===== config.mk =====
export PLATFORM = sky130hd
export DESIGN_NAME = double_to_float_conv_flat
export DESIGN_NICKNAME = d
export VERILOG_FILES = /design/src/rtl/double_to_float_conv_if.sv /design/src/rtl/double_to_float_conv.sv /design/src/flat_wrapper.sv
export SDC_FILE = /design/constraint.sdc
export NUM_CORES = 1
export LEC_CHECK = 0
export ABC_CLOCK_PERIOD_IN_PS = 4700
export BUFFER_PORTS_ARGS = -buffer_cell sky130_fd_sc_hd__buf_2
export CORE_MARGIN = 3
export CORE_UTILIZATION = 38
export DETAILED_ROUTE_END_ITERATION = 16
export PLACE_DENSITY = 0.55
export REMOVE_ABC_BUFFERS = 1
export SYNTH_ARGS = -nofsm -noshare
export SYNTH_HDL_FRONTEND = slang
export SYNTH_SLANG_ARGS = --single-unit

===== constraint.sdc =====
create_clock -name clk -period 4.7 [get_ports clk]
set_input_delay 0 -clock clk [delete_from_list [all_inputs] [get_ports clk]]
set_output_delay 0 -clock clk [all_outputs]
set_load 0.05 [all_outputs]

===== src/rtl/double_to_float_conv_if.sv =====
// Operand/result bundle for the binary64 -> binary32 convert unit.
// The controller drives rounding/double; the converter returns float and flags.
interface double_to_float_conv_if;
  logic [1:0]  rounding;
  logic [63:0] double;
  logic [31:0] float;
  logic        done;
  logic        nan_exception;
  logic        underflow_exception;
  logic        overflow_exception;

  modport master (
    output rounding,
    output double,
    input  float,
    input  done,
    input  nan_exception,
    input  underflow_exception,
    input  overflow_exception
  );

  modport slave (
    input  rounding,
    input  double,
    output float,
    output done,
    output nan_exception,
    output underflow_exception,
    output overflow_exception
  );
endinterface


===== src/rtl/double_to_float_conv.sv =====
// binary64 -> binary32 format conversion with selectable rounding.
// One conversion per reset release: CAPTURE -> ALIGN -> ROUND -> DONE, result held until reset.
module double_to_float_conv (
  input  logic                         clk,
  input  logic                         reset,
  double_to_float_conv_if.slave        conv
);

  typedef enum logic [1:0] {StCapture, StAlign, StRound, StDone} state_e;
  typedef enum logic [1:0] {ClsFinite, ClsInf, ClsNan} cls_e;

  state_e      state_q;
  logic [63:0] dbl_q;
  logic [1:0]  rnd_q;

  // Aligned operand: biased binary32 exponent field (0 for tiny), 23 kept bits, guard, sticky.
  cls_e        cls_q;
  logic [11:0] e_q;
  logic [22:0] frac_q;
  logic        guard_q;
  logic        sticky_q;
  logic        tiny_q;

  // Align-stage combinational results
  cls_e        a_cls;
  logic [11:0] a_e;
  logic [22:0] a_frac;
  logic        a_guard;
  logic        a_sticky;
  logic        a_tiny;
  logic [10:0] exp64;
  logic [51:0] frac64;
  logic [52:0] sig;
  logic [11:0] e32;
  logic [11:0] sh;
  logic [75:0] wide;

  // Round-stage combinational results
  logic        sign;
  logic        inexact;
  logic        inc;
  logic        ovf;
  logic        ovf_to_inf;
  logic [34:0] sum;
  logic [31:0] r_float;
  logic        r_nan;
  logic        r_unf;
  logic        r_ovf;

  // Classify the captured operand, rebias, and denormalise tiny values into guard/sticky.
  always_comb begin
    exp64    = dbl_q[62:52];
    frac64   = dbl_q[51:0];
    sig      = {1'b1, frac64};
    e32      = {1'b0, exp64} - 12'd896;
    sh       = 12'd1 - e32;
    wide     = '0;
    a_cls    = ClsFinite;
    a_e      = '0;
    a_frac   = '0;
    a_guard  = 1'b0;
    a_sticky = 1'b0;
    a_tiny   = 1'b0;
    if (exp64 == 11'h7FF) begin
      a_cls = (frac64 == '0) ? ClsInf : ClsNan;
    end else if (exp64 == 11'h000) begin
      // Zero or binary64 subnormal: far below the binary32 range, all bits are sticky.
      a_sticky = |frac64;
      a_tiny   = 1'b1;
    end else if (!e32[11] && (e32 != 12'd0)) begin
      a_e      = e32;
      a_frac   = sig[51:29];
      a_guard  = sig[28];
      a_sticky = |sig[27:0];
    end else begin
      a_tiny = 1'b1;
      if (sh >= 12'd25) begin
        a_sticky = 1'b1;
      end else begin
        // Hidden bit lands below the 2^-126 position since the shift is at least one.
        wide     = 76'({sig, 24'b0} >> sh[4:0]);
        a_frac   = wide[75:53];
        a_guard  = wide[52];
        a_sticky = |wide[51:0];
      end
    end
  end

  // Round the aligned value; carries ripple naturally from fraction into exponent.
  always_comb begin
    sign    = dbl_q[63];
    inexact = guard_q | sticky_q;
    unique case (rnd_q)
      2'b00:   inc = guard_q & (sticky_q | frac_q[0]);
      2'b01:   inc = 1'b0;
      2'b10:   inc = inexact & ~sign;
      default: inc = inexact & sign;
    endcase
    sum = {e_q, frac_q} + {34'b0, inc};
    ovf = (sum[34:23] >= 12'd255);
    unique case (rnd_q)
      2'b00:   ovf_to_inf = 1'b1;
      2'b01:   ovf_to_inf = 1'b0;
      2'b10:   ovf_to_inf = ~sign;
      default: ovf_to_inf = sign;
    endcase
    r_nan = 1'b0;
    r_unf = 1'b0;
    r_ovf = 1'b0;
    unique case (cls_q)
      ClsInf: r_float = {sign, 8'hFF, 23'h0};
      ClsNan: begin
        r_float = {sign, 8'hFF, 1'b1, dbl_q[50:29]};
        r_nan   = 1'b1;
      end
      default: begin
        if (ovf) begin
          r_ovf   = 1'b1;
          r_float = ovf_to_inf ? {sign, 8'hFF, 23'h0} : {sign, 8'hFE, 23'h7FFFFF};
        end else begin
          r_float = {sign, sum[30:0]};
        end
        r_unf = tiny_q & inexact;
      end
    endcase
  end

  // Conversion sequencer with registered result and flags.
  always_ff @(posedge clk or negedge reset) begin
    if (!reset) begin
      state_q                  <= StCapture;
      dbl_q                    <= '0;
      rnd_q                    <= '0;
      cls_q                    <= ClsFinite;
      e_q                      <= '0;
      frac_q                   <= '0;
      guard_q                  <= 1'b0;
      sticky_q                 <= 1'b0;
      tiny_q                   <= 1'b0;
      conv.float               <= '0;
      conv.done                <= 1'b0;
      conv.nan_exception       <= 1'b0;
      conv.underflow_exception <= 1'b0;
      conv.overflow_exception  <= 1'b0;
    end else begin
      unique case (state_q)
        StCapture: begin
          dbl_q   <= conv.double;
          rnd_q   <= conv.rounding;
          state_q <= StAlign;
        end
        StAlign: begin
          cls_q    <= a_cls;
          e_q      <= a_e;
          frac_q   <= a_frac;
          guard_q  <= a_guard;
          sticky_q <= a_sticky;
          tiny_q   <= a_tiny;
          state_q  <= StRound;
        end
        StRound: begin
          conv.float               <= r_float;
          conv.nan_exception       <= r_nan;
          conv.underflow_exception <= r_unf;
          conv.overflow_exception  <= r_ovf;
          conv.done                <= 1'b1;
          state_q                  <= StDone;
        end
        default: state_q <= StDone;
      endcase
    end
  end

endmodule


===== src/flat_wrapper.sv =====
// flat-port wrapper written by rule: the top's interface ports become plain ports
module double_to_float_conv_flat 
  (clk, reset, conv_rounding, conv_double, conv_float, conv_done, conv_nan_exception, conv_underflow_exception, conv_overflow_exception);
  double_to_float_conv_if conv_i ();
  input  logic clk;
  input  logic reset;
  input wire logic [$bits(conv_i.rounding)-1:0] conv_rounding;
  input wire logic [$bits(conv_i.double)-1:0] conv_double;
  output wire logic [$bits(conv_i.float)-1:0] conv_float;
  output wire logic [$bits(conv_i.done)-1:0] conv_done;
  output wire logic [$bits(conv_i.nan_exception)-1:0] conv_nan_exception;
  output wire logic [$bits(conv_i.underflow_exception)-1:0] conv_underflow_exception;
  output wire logic [$bits(conv_i.overflow_exception)-1:0] conv_overflow_exception;
  assign conv_i.rounding = conv_rounding;
  assign conv_i.double = conv_double;
  assign conv_float = conv_i.float;
  assign conv_done = conv_i.done;
  assign conv_nan_exception = conv_i.nan_exception;
  assign conv_underflow_exception = conv_i.underflow_exception;
  assign conv_overflow_exception = conv_i.overflow_exception;
  double_to_float_conv u_core (.clk(clk), .reset(reset), .conv(conv_i));
endmodule

==> reports/metrics.yaml, run 1 <==
status:
  status: "finished clean"
sta:
  drv_slew: 0
  tightest_slew_ns: 1.14
  setup_viol: 0
  period_minus_slack_ns: 3.98
  maxSlewHeadroom: 0.241
  max_freq_mhz: 251
  worst_slack_ns: 0.722
  rsz0062_at_grt: "false"
  finalHoldViolations: 0
  fin_skew_ns: 0.0107
  setup_tns_ns: 0
  fin_crit_sh: 0.846
logic_synthesis:
  ys_ff_latch: 144
  synth_edf_count: 0
  synthCells: 908
  netlist_area_mm2: 0.00914
  ys_seq_area_frac: 0.394
  synth_top_flop_cell: "dfrtp_1"
  ys_types: 71
  ys_warn_count: 0
  ys_async_sr_fraction: 1.00
  avgSynthCellArea_um2: 10.1
floorplan:
  die_width_um: 161
  start_util: 0.388
  core-area_mm2: 0.0235
  pin_count: 104
  dieHeight_um: 161
  num_rows: 56
  dieArea_mm2: 0.0260
setup_path:
  worstSetupPathType: "reg -> reg"
  path_max_fanout: 20
  crit_path_end_kind: "register"
  critPathLaunchType: "register"
  cp_common_cell: "ha_1"
  cp.arrival_ns: 4.32
  crit_path_max_incr_delay_ns: 0.71
  cp_slowest_cell: "or4_1"
  critical_path_required_ns: 5.05
  cp_cell_sequence: "nor2b_1 > ha_1 > nor2b_1 > a21oi_1 > o22ai_1 > ha_1 > ha_1 > nand2_1 > nor2_1 > nand4_1 > mux2_2 > a31oi_1 > or4_1 > buf_4 > o211ai_1"
pwr:
  power.switching_mw: 1.15
  clkPwrFrac: 0.387
  p_int_mw: 2.44
  vdd_drop_max_uv: 256
  sw_frac_of_total: 0.320
  p_seq_frac: 0.405
  p_leak_nw: 4.47
  combPwrFrac: 0.208
  p_per_area_mw_per_mm2: 321
finish:
  drive_above_1_share: 0.250
  most-common-layout-cells: "dfrtp_1 (142), buf_2 (102), nand2_1 (81)"
  final_common_cell: "dfrtp_1"
  nets: 1116
  num_antenna_cells: 0
  final_core_util: 0.474
  syn_to_final_growth_pct: 22.0
clock_network:
  cts_num_sinks: 144
  cts_tree: "done"
  cts-root-buf: "clkbuf_16"
  cts.clk_slew.worst_paths_ns: 0.07
  cts_setup_buffers: 0
  numCtsBuffers: 17
  htree_levels: 4
  clockBufferDepth: 2
  clk_latency_ns: 0.43
placement:
  portBuffers: 103
  dpl.hpwl_um: 19900
  gp_congestion: 0.943
  dp_slack_ns: 0.711
grt:
  grt_pass1_wl_um: 45200
  track_usage: 0.219
  grt_start_max_net_pins: 71
  overflow: 0
  grt_pass1_vias: 7854
  antenna_found_initial: 0
run:
  drv_cap: 0
route:
  dr.pass1.iters: 8
  ant_nets: 0
  wl_um: 27900
  drt_iter0_markers: 728
  routed_via_density: 5.80
  wl_per_cell_um: 20.4
  drc_errors: 0
  vias: 7964
min_path:
  hold_path.class: "in -> async"
[per-stage QoR]
step	std cells	area [um2]	power [mW]	hold WS, ns
2_1_floorplan	837	8800	1.93	-0.296
3_3_place_gp	1274	9890	2.17	-0.0591
4_1_cts	1373	11200	3.62	0.0529
5_1_grt	1373	11200	3.75	0.0916
6_report	1373	11200	3.59	0.0467
3_5_place_dp	1274	9890	2.18	-0.0554
[cells in the mapped netlist (23+ instances only)]
library cell  count  share of area
a21oi_1          23          0.013
mux4_2           28          0.069
o21ai_0          46          0.025
nor2_1           46          0.019
a22oi_1          43          0.035
mux2_2           68          0.084
clkbuf_1         39          0.016
mux2i_1          27          0.030
nand3_1          28          0.015
o211ai_1         30          0.025
nand2_1          81          0.033
dfrtp_1         144           0.39
[final timing paths]
check	from	end	slack, ns	cells past startpoint
worst max register to register	u_core.rnd_q[1]	u_core.conv.float[13]	0.72	15
max in group asynchronous	reset	u_core.dbl_q[53]	3.38	3
min in group clk	conv_double[52]	u_core.dbl_q[52]	0.31	4
worst max-delay path	u_core.rnd_q[1]	u_core.conv.float[13]	0.72	15
worst min register to register	u_core.conv.done	u_core.conv.done	0.46	1
worst min-delay path	reset	u_core.conv.done	0.05	2
[power groups by stage]
stage / clock network, mW / logic (mW) / registers [mW]
after floorplan: 0 / 0.340 / 1.59
after global placement: 0 / 0.698 / 1.47
after detailed placement: 0 / 0.703 / 1.47
after CTS: 1.42 / 0.747 / 1.45
after global routing: 1.48 / 0.805 / 1.47
final: 1.39 / 0.745 / 1.45
[layer usage]
metal,up-vias,part of all wire,GRT usage
met5,-,0,0
met4,0,0.011,0.0485
li1,3724,-,-
met2,235,0.48,0.357
met3,24,0.057,0.0413
met1,3981,0.45,0.305
[cell type report]
| cell class | instances | area [um2] |
|---|---|---|
| Multi-Input combinational cell | 672 | 5160 |
| Sequential cell | 144 | 3610 |
| Inverter | 21 | 78.8 |
| Tap cell | 319 | 399 |
| Clock inverter | 13 | 153 |
| Fill cell | 2276 | 12400 |
| Clock buffer | 19 | 443 |
| Timing Repair Buffer | 185 | 1320 |
[what timing repair did]
action                                 4_1_cts  5_1_grt
endpoints found under the hold margin      106        0
hold buffers                                67        0
gates resized for setup                      0        0
setup endpoints to repair                    0        0
[state kept, by name, summed over array words and instances, names as in the netlist]
name and cells:
u_core.state_q 2, u_core.dbl_q 64, u_core.conv.overflow_exception 1, u_core.guard_q 1
u_core.rnd_q 2, u_core.conv.nan_exception 1, u_core.cls_q 2, u_core.sticky_q 1
u_core.conv.done 1, u_core.conv.float 32, u_core.e_q 12, u_core.conv.underflow_exception 1
u_core.tiny_q 1, u_core.frac_q 23
[cells by family (layout without fill, tap and decap cells)]
logic type      Yosys count  in the layout  share of synthesized area
flops                   144            144                      0.394
buf+inv                  92            238                     0.0461
simple gates            270            270                      0.150
fa+ha+maj                 7              7                    0.00958
xor+xnor                 38             38                     0.0364
mux                     123            123                      0.182
compound gates          234            234                      0.181
[critical path, delay by kind of cell (launching register included)]
family,cells,cell delay [ns]
fa+ha+maj,3,0.70
compound gates,4,0.50
buf+inv,1,0.28
simple gates,6,1.72
mux,1,0.26
flops,1,0.42
Power figures use the tool's default switching activity.
==> inputs of run 2 (changes only) <==
- ABC_AREA: unset -> 1
- ABC_CLOCK_PERIOD_IN_PS: 4700 -> 4080
- clock period: 4.7 -> 4.08 ns (I/O delays scaled with it)
==> reports/metrics.yaml, run 2 <==
sta:
  rsz0062_at_grt: "false"
  finalHoldViolations: 0
  setup_viol: 0
  tightest_slew_ns: 0.974
  finalHoldWorstSlack_ns: 0.156
  drv_slew: 0
  fin_crit_sh: 0.897
  fin_skew_ns: 0.0112
  period_minus_slack_ns: 3.66
  max_freq_mhz: 273
  maxSlewHeadroom: 0.351
  worst_slack_ns: 0.420
  setup_tns_ns: 0
finish:
  largest_register_ffs: 64
  finalInstanceArea_mm2: 0.0119
  drive_above_1_share: 0.123
  final_common_cell: "nand2_1"
  most-common-layout-cells: "nand2_1 (465), nand3_1 (244), dfrtp_1 (144)"
  top_register: "u_core.dbl_q"
  final_core_util: 0.470
  final_cells: 1927
  num_antenna_cells: 0
  largest_registers: "u_core.dbl_q (64), u_core.conv.float (32), u_core.frac_q (23)"
  syn_to_final_growth_pct: 21.3
  nets: 1659
clock_network:
  cts_setup_buffers: 0
  cts_num_sinks: 144
  cts.clk_slew.worst_paths_ns: 0.07
  clk_latency_ns: 0.43
  cts_hold_buf: 67
  cts-root-buf: "clkbuf_16"
  htree_levels: 4
  cts_tree: "done"
  cts_resized: 0
  clockBufferDepth: 2
  numCtsBuffers: 17
logic_synthesis:
  synth_top_family_by_area: "simple AND/OR/NAND/NOR gates"
  ys_async_sr_fraction: 1.00
  yosys.area_share.simple: 0.402
  synthAdderAreaFrac: 0.00895
  muxShareOfSynthArea: 0
  synth_edf_count: 0
  synth_area_leader_cell: "dfrtp_1"
  ys_seq_area_frac: 0.368
  synth_compound_area_frac: 0.112
  synth_top_flop_cell: "dfrtp_1"
  avgSynthCellArea_um2: 6.76
  synth_top_area_frac: 0.368
  ys_warn_count: 0
  ys_ff_latch: 144
  synthXorXnorAreaFrac: 0.0286
  synthTopCellsByCount: "nand2_1 (465), nand3_1 (244), dfrtp_1 (144)"
  synth_area_leaders: "dfrtp_1 (37%), nand2_1 (18%), nand3_1 (12%)"
  synthCells: 1448
  ys_types: 44
  synth_most_common_cell: "nand2_1"
  netlist_area_mm2: 0.00978
route:
  wl_met3_um: 1540
  drt-met1-wl_um: 14200
  ant_nets: 0
  drt_iter0_markers: 796
  wl_per_cell_um: 16.1
  wl_um: 31100
  top_layer_used: "met4"
  drc_errors: 0
  dr.pass1.iters: 7
  routed_via_density: 5.23
  vias: 10100
  dr_wl_met2_um: 14600
setup_path:
  cp.arrival_ns: 4.01
  worstSetupPathType: "reg -> reg"
  crit_path_end_kind: "register"
  critical_path_required_ns: 4.43
  path_max_fanout: 14
  reg2reg_depth: 18
  critPathLaunchType: "register"
placement:
  portBuffers: 103
  dpl.hpwl_um: 22400
  placed_cells: 1828
  post_dp_cell_area_mm2: 0.0106
  dp_slack_ns: 0.456
  gp_congestion: 0.942
floorplan:
  die_width_um: 166
  pin_count: 104
  num_rows: 58
  dieArea_mm2: 0.0277
  dieHeight_um: 166
  core-area_mm2: 0.0253
  start_util: 0.387
pwr:
  p_per_area_mw_per_mm2: 361
  p_leak_nw: 5.69
  finalPower_mw: 4.28
  vdd_drop_max_uv: 244
grt:
  antenna_found_initial: 0
  track_usage: 0.225
  overflow: 0
  grt_start_max_net_pins: 76
  grt_pass1_vias: 9762
  grt_pass1_wl_um: 51200
status:
  status: "finished clean"
run:
  drv_cap: 0
min_path:
  hold_path.class: "in -> async"
-- run 2: path summary, 6_finish.rpt --
path	startpoint	endpoint	slack (ns)
setup reg to reg	u_core.rnd_q[1]	u_core.conv.float[20]	0.42
hold reg to reg	u_core.conv.done	u_core.conv.done	0.46
max in group asynchronous	reset	u_core.dbl_q[15]	2.95
setup / recovery	u_core.rnd_q[1]	u_core.conv.float[20]	0.42
min in group clk	conv_double[7]	u_core.dbl_q[7]	0.30
hold / removal	reset	u_core.conv.done	0.16
-- run 2: cell type report --
type / count / area [um2]
clock buffers: 18 / 439
clock inverters: 14 / 169
fillers: 2668 / 13400
inverters: 124 / 465
multi-input cells: 1103 / 5410
flip-flops and latches: 144 / 3600
well taps: 330 / 413
repair buffers: 194 / 1370
-- run 2: layer usage --
metal / track usage / vias up
li1: - / 5114
met1: 0.310 / 4671
met2: 0.370 / 252
met3: 0.0344 / 34
met4: 0.0638 / 0
met5: 0 / -
-- run 2: critical path: stages, from the launching register on --
cell	delay (ns)
dfrtp_1	0.40
inv_1	0.10
nor2_1	0.05
ha_1	0.27
o31ai_1	0.24
ha_1	0.24
ha_1	0.23
inv_1	0.09
nor3_4	0.26
nand2_1	0.18
nor2_1	0.18
nand4_1	0.14
xor2_1	0.16
nand3_1	0.10
nor2_2	0.14
nand2_2	0.18
inv_1	0.38
nand3_1	0.16
nand3_2	0.08
-- run 2: cell families (layout without fill, tap and decap cells) --
family / count (synthesis) / count (layout)
flip-flops: 144 / 144
XOR/XNOR: 32 / 32
AO/OA/AOI/OAI: 182 / 182
adder cells (fa/ha/maj): 7 / 7
buffers and inverters: 201 / 350
AND/OR/NAND/NOR: 882 / 882
-- run 2: report_power, final --
group | switching [mW] | leakage, nW | internal (mW)
registers | 0.113 | 1.71 | 1.53
clock network | 0.710 | 0.297 | 0.941
logic | 0.656 | 3.69 | 0.328
==> inputs of run 3 (changes only) <==
- CORE_UTILIZATION: 38 -> 47
- PLACE_DENSITY: 0.55 -> 0.65
==> reports/metrics.yaml, run 3 (synthesis gave the netlist of run 2 again) <==
status:
  status: "finished clean"
grt:
  grt_start_max_net_pins: 77
  antenna_found_initial: 0
  track_usage: 0.272
  grt_pass1_wl_um: 48800
  overflow: 0
  grt_pass1_vias: 9575
route:
  wl_um: 30000
  vias: 10200
  drc_errors: 0
  drt_iter0_markers: 735
  ant_nets: 0
  dr.pass1.iters: 8
  routed_via_density: 5.48
  wl_per_cell_um: 16.1
clock_network:
  cts_num_sinks: 144
  clockBufferDepth: 2
  htree_levels: 4
  cts_tree: "done"
  numCtsBuffers: 17
  cts.clk_slew.worst_paths_ns: 0.07
  clk_latency_ns: 0.43
  cts-root-buf: "clkbuf_16"
  cts_resized: 0
  cts_hold_buf: 67
  cts_setup_buffers: 0
sta:
  finalHoldWorstSlack_ns: 0.0627
  finalHoldViolations: 0
  period_minus_slack_ns: 3.72
  setup_viol: 0
  drv_slew: 0
  tightest_slew_ns: 0.993
  max_freq_mhz: 269
  fin_crit_sh: 0.912
  maxSlewHeadroom: 0.332
  fin_skew_ns: 0.0113
  worst_slack_ns: 0.361
  rsz0062_at_grt: "false"
finish:
  largest_register_ffs: 64
  top_register: "u_core.dbl_q"
  multi_input_area_mm2: 0.00541
  drive_above_1_share: 0.123
  final_common_cell: "nand2_1"
  nFillCells: 1979
  syn_to_final_growth_pct: 20.3
  largest_registers: "u_core.dbl_q (64), u_core.conv.float (32), u_core.frac_q (23)"
  regArea_mm2: 0.00360
  nets: 1659
  most-common-layout-cells: "nand2_1 (465), nand3_1 (244), dfrtp_1 (144)"
  num_antenna_cells: 0
  final_core_util: 0.578
pwr:
  p_leak_nw: 5.69
  sw_frac_of_total: 0.347
  power.switching_mw: 1.45
  finalPower_mw: 4.19
  clkPwrFrac: 0.373
  combPwrFrac: 0.235
  vdd_drop_max_uv: 232
  p_seq_frac: 0.392
  p_int_mw: 2.74
  p_per_area_mw_per_mm2: 356
setup_path:
  cp_cell_sequence: "inv_1 > nor2_1 > ha_1 > o31ai_1 > ha_1 > ha_1 > inv_1 > nor3_4 > nand2_1 > nor2_1 > nand4_1 > xor2_1 > nand3_1 > nor2_2 > nand2_2 > inv_1 > nand3_1 > nand3_2"
  crit_path_end_kind: "register"
  cp_slowest_cell: "dfrtp_1"
  worstSetupPathType: "reg -> reg"
  critPathLaunchType: "register"
  critical_path_required_ns: 4.43
  path_max_fanout: 14
  crit_path_max_incr_delay_ns: 0.42
  cp.arrival_ns: 4.07
min_path:
  hold_path.class: "in -> async"
floorplan:
  num_rows: 52
  dieArea_mm2: 0.0226
  start_util: 0.480
  core-area_mm2: 0.0204
  die_width_um: 150
  pin_count: 104
  dieHeight_um: 150
placement:
  portBuffers: 103
  dpl.hpwl_um: 21800
  gp_congestion: 0.924
  dp_slack_ns: 0.392
run:
  drv_cap: 0
run 3: metal layers:
layer	part of all wire	GRT usage	wire length [um]	vias up
met5	0	0	0	-
met2	0.49	0.465	14700	305
met3	0.054	0.0358	1610	45
met4	0.023	0.0814	703	0
li1	-	-	-	5108
met1	0.43	0.360	13100	4768
run 3: cell type report:
type,count,share of cell area
Sequential cell,144,0.306
Inverter,124,0.0395
Tap cell,270,0.0287
Clock buffer,18,0.0373
Timing Repair Buffer,194,0.117
Multi-Input combinational cell,1103,0.460
Clock inverter,14,0.0122
run 3: critical path: cells and delay by family (launching register included):
family | cells | cell delay (ns)
AND/OR/NAND/NOR | 10 | 1.51
adder cells (fa/ha/maj) | 3 | 0.74
buffers and inverters | 3 | 0.57
flip-flops | 1 | 0.42
AO/OA/AOI/OAI | 1 | 0.24
XOR/XNOR | 1 | 0.16
run 3: through the flow:
step | instances | setup TNS (ns) | cell area (um2)
floorplan | 1371 | -62.06 | 9460
global placement | 1768 | 0 | 10500
detailed placement | 1768 | 0 | 10500
CTS | 1867 | 0 | 11800
global route | 1867 | 0 | 11800
finish | 1867 | 0 | 11800
run 3: path summary, 6_finish.rpt:
check / from / end / slack (ns) / depth (start not counted)
worst max-delay path: u_core.rnd_q[1] / u_core.conv.float[20] / 0.36 / 18
worst min-delay path: reset / u_core.conv.done / 0.06 / 2
worst max register to register: u_core.rnd_q[1] / u_core.conv.float[20] / 0.36 / 18
worst min register to register: u_core.conv.done / u_core.conv.done / 0.46 / 1
max in group asynchronous: reset / u_core.frac_q[5] / 3.03 / 3
min in group clk: conv_double[7] / u_core.dbl_q[7] / 0.29 / 4
run 3: power by group through the flow:
stage	sequential, mW	clock, mW	combinational [mW]
2_1_floorplan	1.82	0	0.476
3_3_place_gp	1.66	0	0.926
3_5_place_dp	1.67	0	0.933
4_1_cts	1.64	1.59	0.984
5_1_grt	1.66	1.66	1.10
6_report	1.64	1.57	0.984
